## src/rtl/arilla_bus_arbiter.sv

```systemverilog
// arilla_bus_arbiter: two-master arbiter for one arilla bus slave port.
// Master 0 is the hart memory path (core); master 1 is debug system-bus access.
// A grant covers one whole transaction. The response goes only to the granted master.
// Arbitration is round-robin. dbg_priority forces the debug master to win.
// Optional feature: define ARILLA_BUS_ARBITER_TIMEOUT_EN to fault a grant that waits
// TimeoutCycles cycles without a slave ack.
module arilla_bus_arbiter #(
    parameter int AddrWidth     = 32,
    parameter int DataWidth     = 32,
    parameter int TimeoutCycles = 255
) (
    input  logic                 clk,
    input  logic                 rst,
    input  logic                 dbg_priority,
    input  logic                 m0_req,
    input  logic                 m0_we,
    input  logic [2:0]           m0_size,
    input  logic [AddrWidth-1:0] m0_addr,
    input  logic [DataWidth-1:0] m0_wdata,
    output logic                 m0_ack,
    output logic [DataWidth-1:0] m0_rdata,
    output logic                 m0_fault,
    input  logic                 m1_req,
    input  logic                 m1_we,
    input  logic [2:0]           m1_size,
    input  logic [AddrWidth-1:0] m1_addr,
    input  logic [DataWidth-1:0] m1_wdata,
    output logic                 m1_ack,
    output logic [DataWidth-1:0] m1_rdata,
    output logic                 m1_fault,
    output logic                 s_req,
    output logic                 s_we,
    output logic [2:0]           s_size,
    output logic [AddrWidth-1:0] s_addr,
    output logic [DataWidth-1:0] s_wdata,
    input  logic                 s_ack,
    input  logic [DataWidth-1:0] s_rdata,
    input  logic                 s_fault,
    output logic                 busy,
    output logic                 grant_id
);

    localparam logic [1:0] ST_IDLE  = 2'd0;
    localparam logic [1:0] ST_GNT0  = 2'd1;
    localparam logic [1:0] ST_GNT1  = 2'd2;
    localparam logic [1:0] ST_DRAIN = 2'd3;

    if (TimeoutCycles < 1) begin : g_bad_timeout
        $error("arilla_bus_arbiter: TimeoutCycles must be >= 1");
    end

    logic [1:0] state_q, state_d;
    logic       last_q, last_d;
    logic       grant_id_q, grant_id_d;
    logic       in_gnt;
    logic       sel;
    logic       timeout_hit;
    logic       done;

    assign in_gnt = (state_q == ST_GNT0) || (state_q == ST_GNT1);
    assign sel    = (state_q == ST_GNT1);
    assign done   = in_gnt && (s_ack || timeout_hit);

`ifdef ARILLA_BUS_ARBITER_TIMEOUT_EN
    // Counter only needs to reach TimeoutCycles-1; clamp its width to 8..32 bits.
    localparam int CntBits = $clog2(TimeoutCycles + 1);
    localparam int CntW    = (CntBits < 8) ? 8 : ((CntBits > 32) ? 32 : CntBits);

    logic [CntW-1:0] cnt_q;

    // Count grant cycles without an ack. The counter sits at zero outside a grant,
    // so it is cleared on every entry to GNTx.
    always_ff @(posedge clk) begin
        if (rst || !in_gnt) begin
            cnt_q <= '0;
        end else if (!s_ack) begin
            cnt_q <= cnt_q + 1'b1;
        end
    end

    // The Nth grant cycle (count N-1) without an ack is the timeout cycle.
    assign timeout_hit = in_gnt && !s_ack && (cnt_q == CntW'(TimeoutCycles - 1));
`else
    assign timeout_hit = 1'b0;
`endif

    // Route request fields to the slave, and route the response back to the granted
    // master only.
    always_comb begin
        s_req    = 1'b0;
        s_we     = 1'b0;
        s_size   = '0;
        s_addr   = '0;
        s_wdata  = '0;
        m0_ack   = 1'b0;
        m0_rdata = '0;
        m0_fault = 1'b0;
        m1_ack   = 1'b0;
        m1_rdata = '0;
        m1_fault = 1'b0;
        if (in_gnt) begin
            // If a master drops req mid-grant (a protocol error), s_req follows it low.
            s_req   = (sel ? m1_req : m0_req) && !timeout_hit;
            s_we    = sel ? m1_we    : m0_we;
            s_size  = sel ? m1_size  : m0_size;
            s_addr  = sel ? m1_addr  : m0_addr;
            s_wdata = sel ? m1_wdata : m0_wdata;
            if (sel) begin
                m1_ack   = done;
                m1_rdata = s_ack ? s_rdata : '0;
                m1_fault = s_ack ? s_fault : timeout_hit;
            end else begin
                m0_ack   = done;
                m0_rdata = s_ack ? s_rdata : '0;
                m0_fault = s_ack ? s_fault : timeout_hit;
            end
        end
    end

    // Next-state logic. Arbitration happens only in IDLE, so a change of dbg_priority
    // during a grant waits for the next decision.
    always_comb begin
        state_d    = state_q;
        last_d     = last_q;
        grant_id_d = grant_id_q;
        case (state_q)
            ST_IDLE: begin
                if (m0_req && m1_req) begin
                    if (dbg_priority || !last_q) begin
                        state_d    = ST_GNT1;
                        last_d     = 1'b1;
                        grant_id_d = 1'b1;
                    end else begin
                        state_d    = ST_GNT0;
                        last_d     = 1'b0;
                        grant_id_d = 1'b0;
                    end
                end else if (m0_req) begin
                    state_d    = ST_GNT0;
                    last_d     = 1'b0;
                    grant_id_d = 1'b0;
                end else if (m1_req) begin
                    state_d    = ST_GNT1;
                    last_d     = 1'b1;
                    grant_id_d = 1'b1;
                end
            end
            ST_GNT0, ST_GNT1: begin
                if (done) begin
                    state_d = ST_DRAIN;
                end
            end
            default: begin
                state_d = ST_IDLE;
            end
        endcase
    end

    // State registers. After reset last = 1, so the core wins the first tie.
    always_ff @(posedge clk) begin
        if (rst) begin
            state_q    <= ST_IDLE;
            last_q     <= 1'b1;
            grant_id_q <= 1'b0;
        end else begin
            state_q    <= state_d;
            last_q     <= last_d;
            grant_id_q <= grant_id_d;
        end
    end

    assign busy     = in_gnt;
    assign grant_id = grant_id_q;

endmodule

```

## config.mk

```make
export PLATFORM = sky130hd
export DESIGN_NAME = arilla_bus_arbiter
export DESIGN_NICKNAME = d
export VERILOG_FILES = /design/src/rtl/arilla_bus_arbiter.sv
export SDC_FILE = /design/constraint.sdc
export NUM_CORES = 1
export LEC_CHECK = 0
export BUFFER_PORTS_ARGS = -buffer_cell sky130_fd_sc_hd__buf_2
export CORE_AREA = 2 2 123 125
export CTS_BUF_LIST = sky130_fd_sc_hd__clkbuf_16
export DETAILED_ROUTE_END_ITERATION = 8
export DIE_AREA = 0 0 125 127
export PLACE_DENSITY = 0.44
export SLEW_MARGIN = 20
export SYNTH_ARGS = -nofsm -noshare
export SYNTH_HDL_FRONTEND = slang
export SYNTH_SLANG_ARGS = --single-unit
```

## constraint.sdc

```tcl
create_clock -name clk -period 2.55 [get_ports clk]
set_clock_uncertainty 0.15 [all_clocks]
set_input_delay 0.255 -clock clk [delete_from_list [all_inputs] [get_ports clk]]
set_output_delay 0.255 -clock clk [all_outputs]
set_load 0.01 [all_outputs]
```

==> results of run 1 <==
==> final cells by class <==
cell class	count	area, um^2	area share [%]
repair buffers	319	1637	45.40
inverters	3	11.26	0.3124
multi-input cells	230	1572	43.60
well taps	184	230.2	6.387
flip-flops and latches	4	80.08	2.221
clock buffers	3	75.07	2.083
==> per-layer routing <==
layer / share of wire [%] / track usage [%] / vias up
met1: 36 / 10.36 / 1205
met5: 0 / 0 / -
met4: 0.87 / 2.418 / 0
met2: 55 / 20.14 / 163
met3: 8.5 / 2.094 / 4
li1: - / - / 1451
==> state kept, by name, summed over array words and instances, names as in the netlist <==
signal,count
last_q,1
grant_id,1
state_q,2
==> worst min-delay path by stage <==
stage / startpoint / slack (ns) / depth (start not counted) / end
2_1_floorplan: rst / 0.18 / 1 / grant_id
3_3_place_gp: grant_id / 0.34 / 2 / grant_id
3_5_place_dp: grant_id / 0.33 / 2 / grant_id
4_1_cts: rst / 0.12 / 2 / grant_id
5_1_grt: rst / 0.14 / 2 / grant_id
6_report: rst / 0.12 / 2 / grant_id
==> cell usage in the layout (no fill, tap or decap), types with 2 or more instances in the layout <==
master	count
buf_2	313
nor2_1	70
mux2i_1	69
and2_1	66
nor2b_1	4
dfxtp_1	4
buf_4	4
clkbuf_16	3
inv_1	2
nand2_1	2
o21ai_0	2
o21ai_1	2
ha_1	2
buf_12	2
==> Yosys cell counts, drive strengths merged, types with 2 or more instances <==
library cell,instances,area (um^2)
and2,66,412.9
buf,12,65.06
clkbuf,10,37.54
dfxtp,4,80.08
ha,3,37.54
inv,3,11.26
mux2i,69,690.7
nand2,2,7.510
nor2,71,266.5
nor2b,4,25.02
o21ai,4,20.02
==> critical path, stage by stage (launching register included) <==
cell and delay, ns:
dfxtp_1 0.40, inv_1 0.06, ha_1 0.39, nand2_1 0.09, nor2_2 0.08, buf_4 0.27
and2_1 0.19, buf_2 0.13
==> metrics by stage <==
step / power (mW) / instance area, um^2 / hold slack (ns) / std cells
2_1_floorplan: 1.578 / 1750 / 0.1774 / 259
3_3_place_gp: 2.596 / 3530 / 0.3366 / 740
3_5_place_dp: 2.563 / 3530 / 0.3342 / 740
4_1_cts: 2.821 / 3605 / 0.1199 / 743
5_1_grt: 3.014 / 3605 / 0.1382 / 743
6_report: 2.746 / 3605 / 0.1235 / 743
==> cell families after synthesis <==
group / synth area share, %
buffers and inverters: 6.505
DFF: 4.575
and+or+nand+nor: 43.17
adders and majority gates: 2.145
muxes: 40.10
AOI/OAI and AO/OA: 3.503
==> power by group <==
group	internal (mW)	switching (mW)	total [mW]
Clock	0.200	0.0413	0.241
Combinational	1.07	1.33	2.40
Sequential	0.0822	0.0178	0.100
==> metrics.csv, run 1 <==
metric,value,unit
status,"complete, no violations",
syn-num-nets,437,
synth_edf_count,0,
max-slew-margin-rel,75.47,%
path_max_fanout,34,
seq_area_frac_synth,4.575,%
die_h,127,um
tritoncts,done,
gp_congestion,0.7765,
antenna_found_initial,0,
max_freq,444.7,MHz
p_per_area,761.8,mW/mm^2
ys_types,25,
worst_pin_slew,0.3679,ns
die_area,0.01588,mm^2
critical_path_class,reg2out,
worst_slack,0.3015,ns
layout.nets,739,
core-area,0.01442,mm^2
cts-root-buf,clkbuf_16,
cts.repair.resized,0,
pin_count,314,
cts_setup_buffers,0,
synth_flop_cell,dfxtp_1,
ant_nets,0,
timing.rr.end,state_q[1],
arrival,1.84,ns
synth.cell_area,0.001750,mm^2
grt_pass1_vias,2645,
gr-total-overflow,0,
area_growth,105.9,%
cts.sinks,4,
grt.total_usage,9.949,%
fin_util,24.99,%
hpwl,7332,um
startpoint_type,flop,
hold_viol,0,
cp-end-kind,primary output,
die_width,125,um
grt_first_pass_wirelength,12970,um
diodes,0,
grt_max_degree,70,
regToRegStartpoint,state_q[1],
layout-drive-gt1-share,58.68,%
critPathCapture,m0_rdata[29],
crit_start,state_q[1],
fillers,1652,
numCtsBuffers,3,
tns,0,ns
r2r_cells,5,
wl,8572,um
ys_ff_latch,4,
fin_crit,2.248,ns
post-place-ws,0.5089,ns
crit_required,2.14,ns
hold_buffers,0,
via_per_inst,3.799,
drc,0,
htree_num_levels,1,
final-max-slew-violation-count,0,
setup_viol,0,
syn_area_per_cell,6.758,um^2
rsz0062_at_grt,no,
start_util,12.14,%
min_path_type,in2reg,
first_pass_iters,4,
rrSetupSlack,0.75,ns
clock_latency,0.22,ns
port_buffers,313,
async_reset_ff_share,0,%
min_period_over_period,88.18,%
clkTransAtPathRegs,0.03,ns
routedWlPerCell,11.54,um
yosys_warnings,0,
syn_inst,259,
ir_worst_vdd,0.0002969,V
clock_tree.buffer_depth,2,
drtIter0Drc,62,
cap_violations,0,
rows,44,
p_leak,2.158,nW
vias,2823,
(Power assumes the default switching activity.)
==> run 2, diff against run 1 <==
Settings changed: REMOVE_ABC_BUFFERS set to 1.
==> run 2 against run 1 <==
Effect of this change:
- core utilization up 0.12 points
- register-to-register slack about the same
- critical path type unchanged
- routed wire length up 16%
- fmax up 0.74%
- sequential power about the same
- final cell count up 0.13%
- clock-buffer cell count unchanged
- via count down 0.53%
- first-iteration DRC count up 13%
==> metrics.csv, run 2 (synthesized netlist as in run 1, its figures left out) <==
metric,value,unit,change
status,"complete, no violations",,
clock_latency,0.22,ns,about the same
diodes,0,,unchanged
setup_viol,0,,unchanged
tritoncts,done,,
critical_path_class,reg2out,,
cts-root-buf,clkbuf_16,,
place_area,0.003547,mm^2,+0.50%
layout-drive-gt1-share,58.57,%,-0.10 points
core-area,0.01442,mm^2,unchanged
crit_start,state_q[1],,
mostFrequentLayoutCell,buf_2,,
critPathCapture,m1_rdata[4],,
hpwl,8939,um,+22%
ir_worst_vdd,0.0003974,V,+34%
area_growth,106.9,%,
grt.total_usage,11.17,%,+1.2 points
worst_slack,0.3180,ns,+0.01642 ns
rrSetupSlack,0.74,ns,about the same
clkTransAtPathRegs,0.03,ns,about the same
power,2.869,mW,+4.5%
final_cell_mix,"313 x buf_2, 71 x nor2_1, 69 x mux2i_1, 66 x and2_1",,
timing.rr.end,state_q[1],,
via_per_inst,3.774,,-0.67%
start_util,12.14,%,unchanged
cts.sinks,4,,unchanged
numCtsBuffers,3,,unchanged
r2r_cells,5,,unchanged
arrival,1.83,ns,about the same
die_width,125,um,unchanged
fin_crit,2.232,ns,-0.01642 ns
worst_pin_slew,0.2597,ns,-0.1082 ns
regMostFlops,state_q,,
path_max_fanout,34,,unchanged
antenna_found_initial,0,,unchanged
final-max-slew-violation-count,0,,unchanged
htree_num_levels,1,,unchanged
clock_tree.buffer_depth,2,,unchanged
hold_buffers,0,,unchanged
drc,0,,unchanged
crit_required,2.14,ns,about the same
die_area,0.01588,mm^2,unchanged
vias,2808,,-0.53%
rsz0062_at_grt,no,,
max_freq,448.0,MHz,+0.74%
regToRegStartpoint,state_q[0],,
rows,44,,unchanged
wl,9901,um,+16%
ant_nets,0,,unchanged
grt_max_degree,41,,-41%
cts_setup_buffers,0,,unchanged
cp-end-kind,primary output,,
p_per_area,792.0,mW/mm^2,+4.0%
drtIter0Drc,70,,+13%
min_path_type,in2reg,,
die_h,127,um,unchanged
gr-total-overflow,0,,unchanged
p_leak,2.165,nW,+0.36%
design_area,0.003622,mm^2,+0.49%
routedWlPerCell,13.31,um,+15%
largest_reg_flops,2,,unchanged
grt_pass1_vias,2626,,-0.72%
first_pass_iters,4,,unchanged
post-place-ws,0.5421,ns,+0.03320 ns
fin_util,25.11,%,+0.12 points
grt_first_pass_wirelength,14310,um,+10%
min_period_over_period,87.53,%,-0.64 points
tns,0,ns,unchanged
hold_viol,0,,unchanged
port_buffers,313,,unchanged
pin_count,314,,unchanged
max-slew-margin-rel,82.19,%,+6.7 points
fillers,1671,,+1.2%
startpoint_type,flop,,
cts.repair.resized,0,,unchanged
cap_violations,0,,unchanged
gp_congestion,0.7711,,-0.70%
layout.nets,740,,+0.14%
[run 2: cell count changes in the layout (fill, tap and decap cells not counted), sizes merged]
cell,previous run,this run
buf,319,320
[run 2: worst max-delay path, cell delays in order, from the launching register on]
cell and delay (ns):
dfxtp_1 0.40, inv_1 0.06, ha_1 0.39, and3_1 0.20, buf_4 0.26, and2_1 0.16
buf_2 0.12
[run 2: final cells by class]
type,instances,area [um^2],area share (%)
Tap cell,184,230.2,6.356
Clock buffer,3,75.07,2.073
Multi-Input combinational cell,230,1569,43.32
Timing Repair Buffer,320,1657,45.73
Inverter,3,11.26,0.3109
Sequential cell,4,80.08,2.211
[run 2: where the power goes]
part	internal (mW)	total (mW)	switching [mW]
Combinational	1.11	2.52	1.42
Clock	0.200	0.244	0.0440
Sequential	0.0822	0.100	0.0179
[run 2: worst min path at each step]
| stage | start | endpoint | slack, ns | cells after the start |
|---|---|---|---|---|
| detailed placement | grant_id | grant_id | 0.33 | 2 |
| global placement | grant_id | grant_id | 0.33 | 2 |
| CTS | rst | grant_id | 0.14 | 2 |
| global route | rst | grant_id | 0.15 | 2 |
| floorplan | rst | grant_id | 0.18 | 1 |
| finish | rst | grant_id | 0.12 | 2 |
[run 2: per-stage QoR]
| step | hold WS, ns | cells |
|---|---|---|
| after floorplan | 0.1774 | 237 |
| after global placement | 0.3328 | 741 |
| after detailed placement | 0.3321 | 741 |
| after CTS | 0.1351 | 744 |
| after global routing | 0.1543 | 744 |
| final | 0.1247 | 744 |
[run 2: metal layers]
layer / share of wire [%] / GRT usage (%) / vias to the layer above
li1: - / - / 1452
met1: 38 / 13.02 / 1153
met2: 52 / 21.68 / 201
met3: 9.6 / 2.178 / 2
met4: 0.34 / 1.307 / 0
met5: 0 / 0 / -
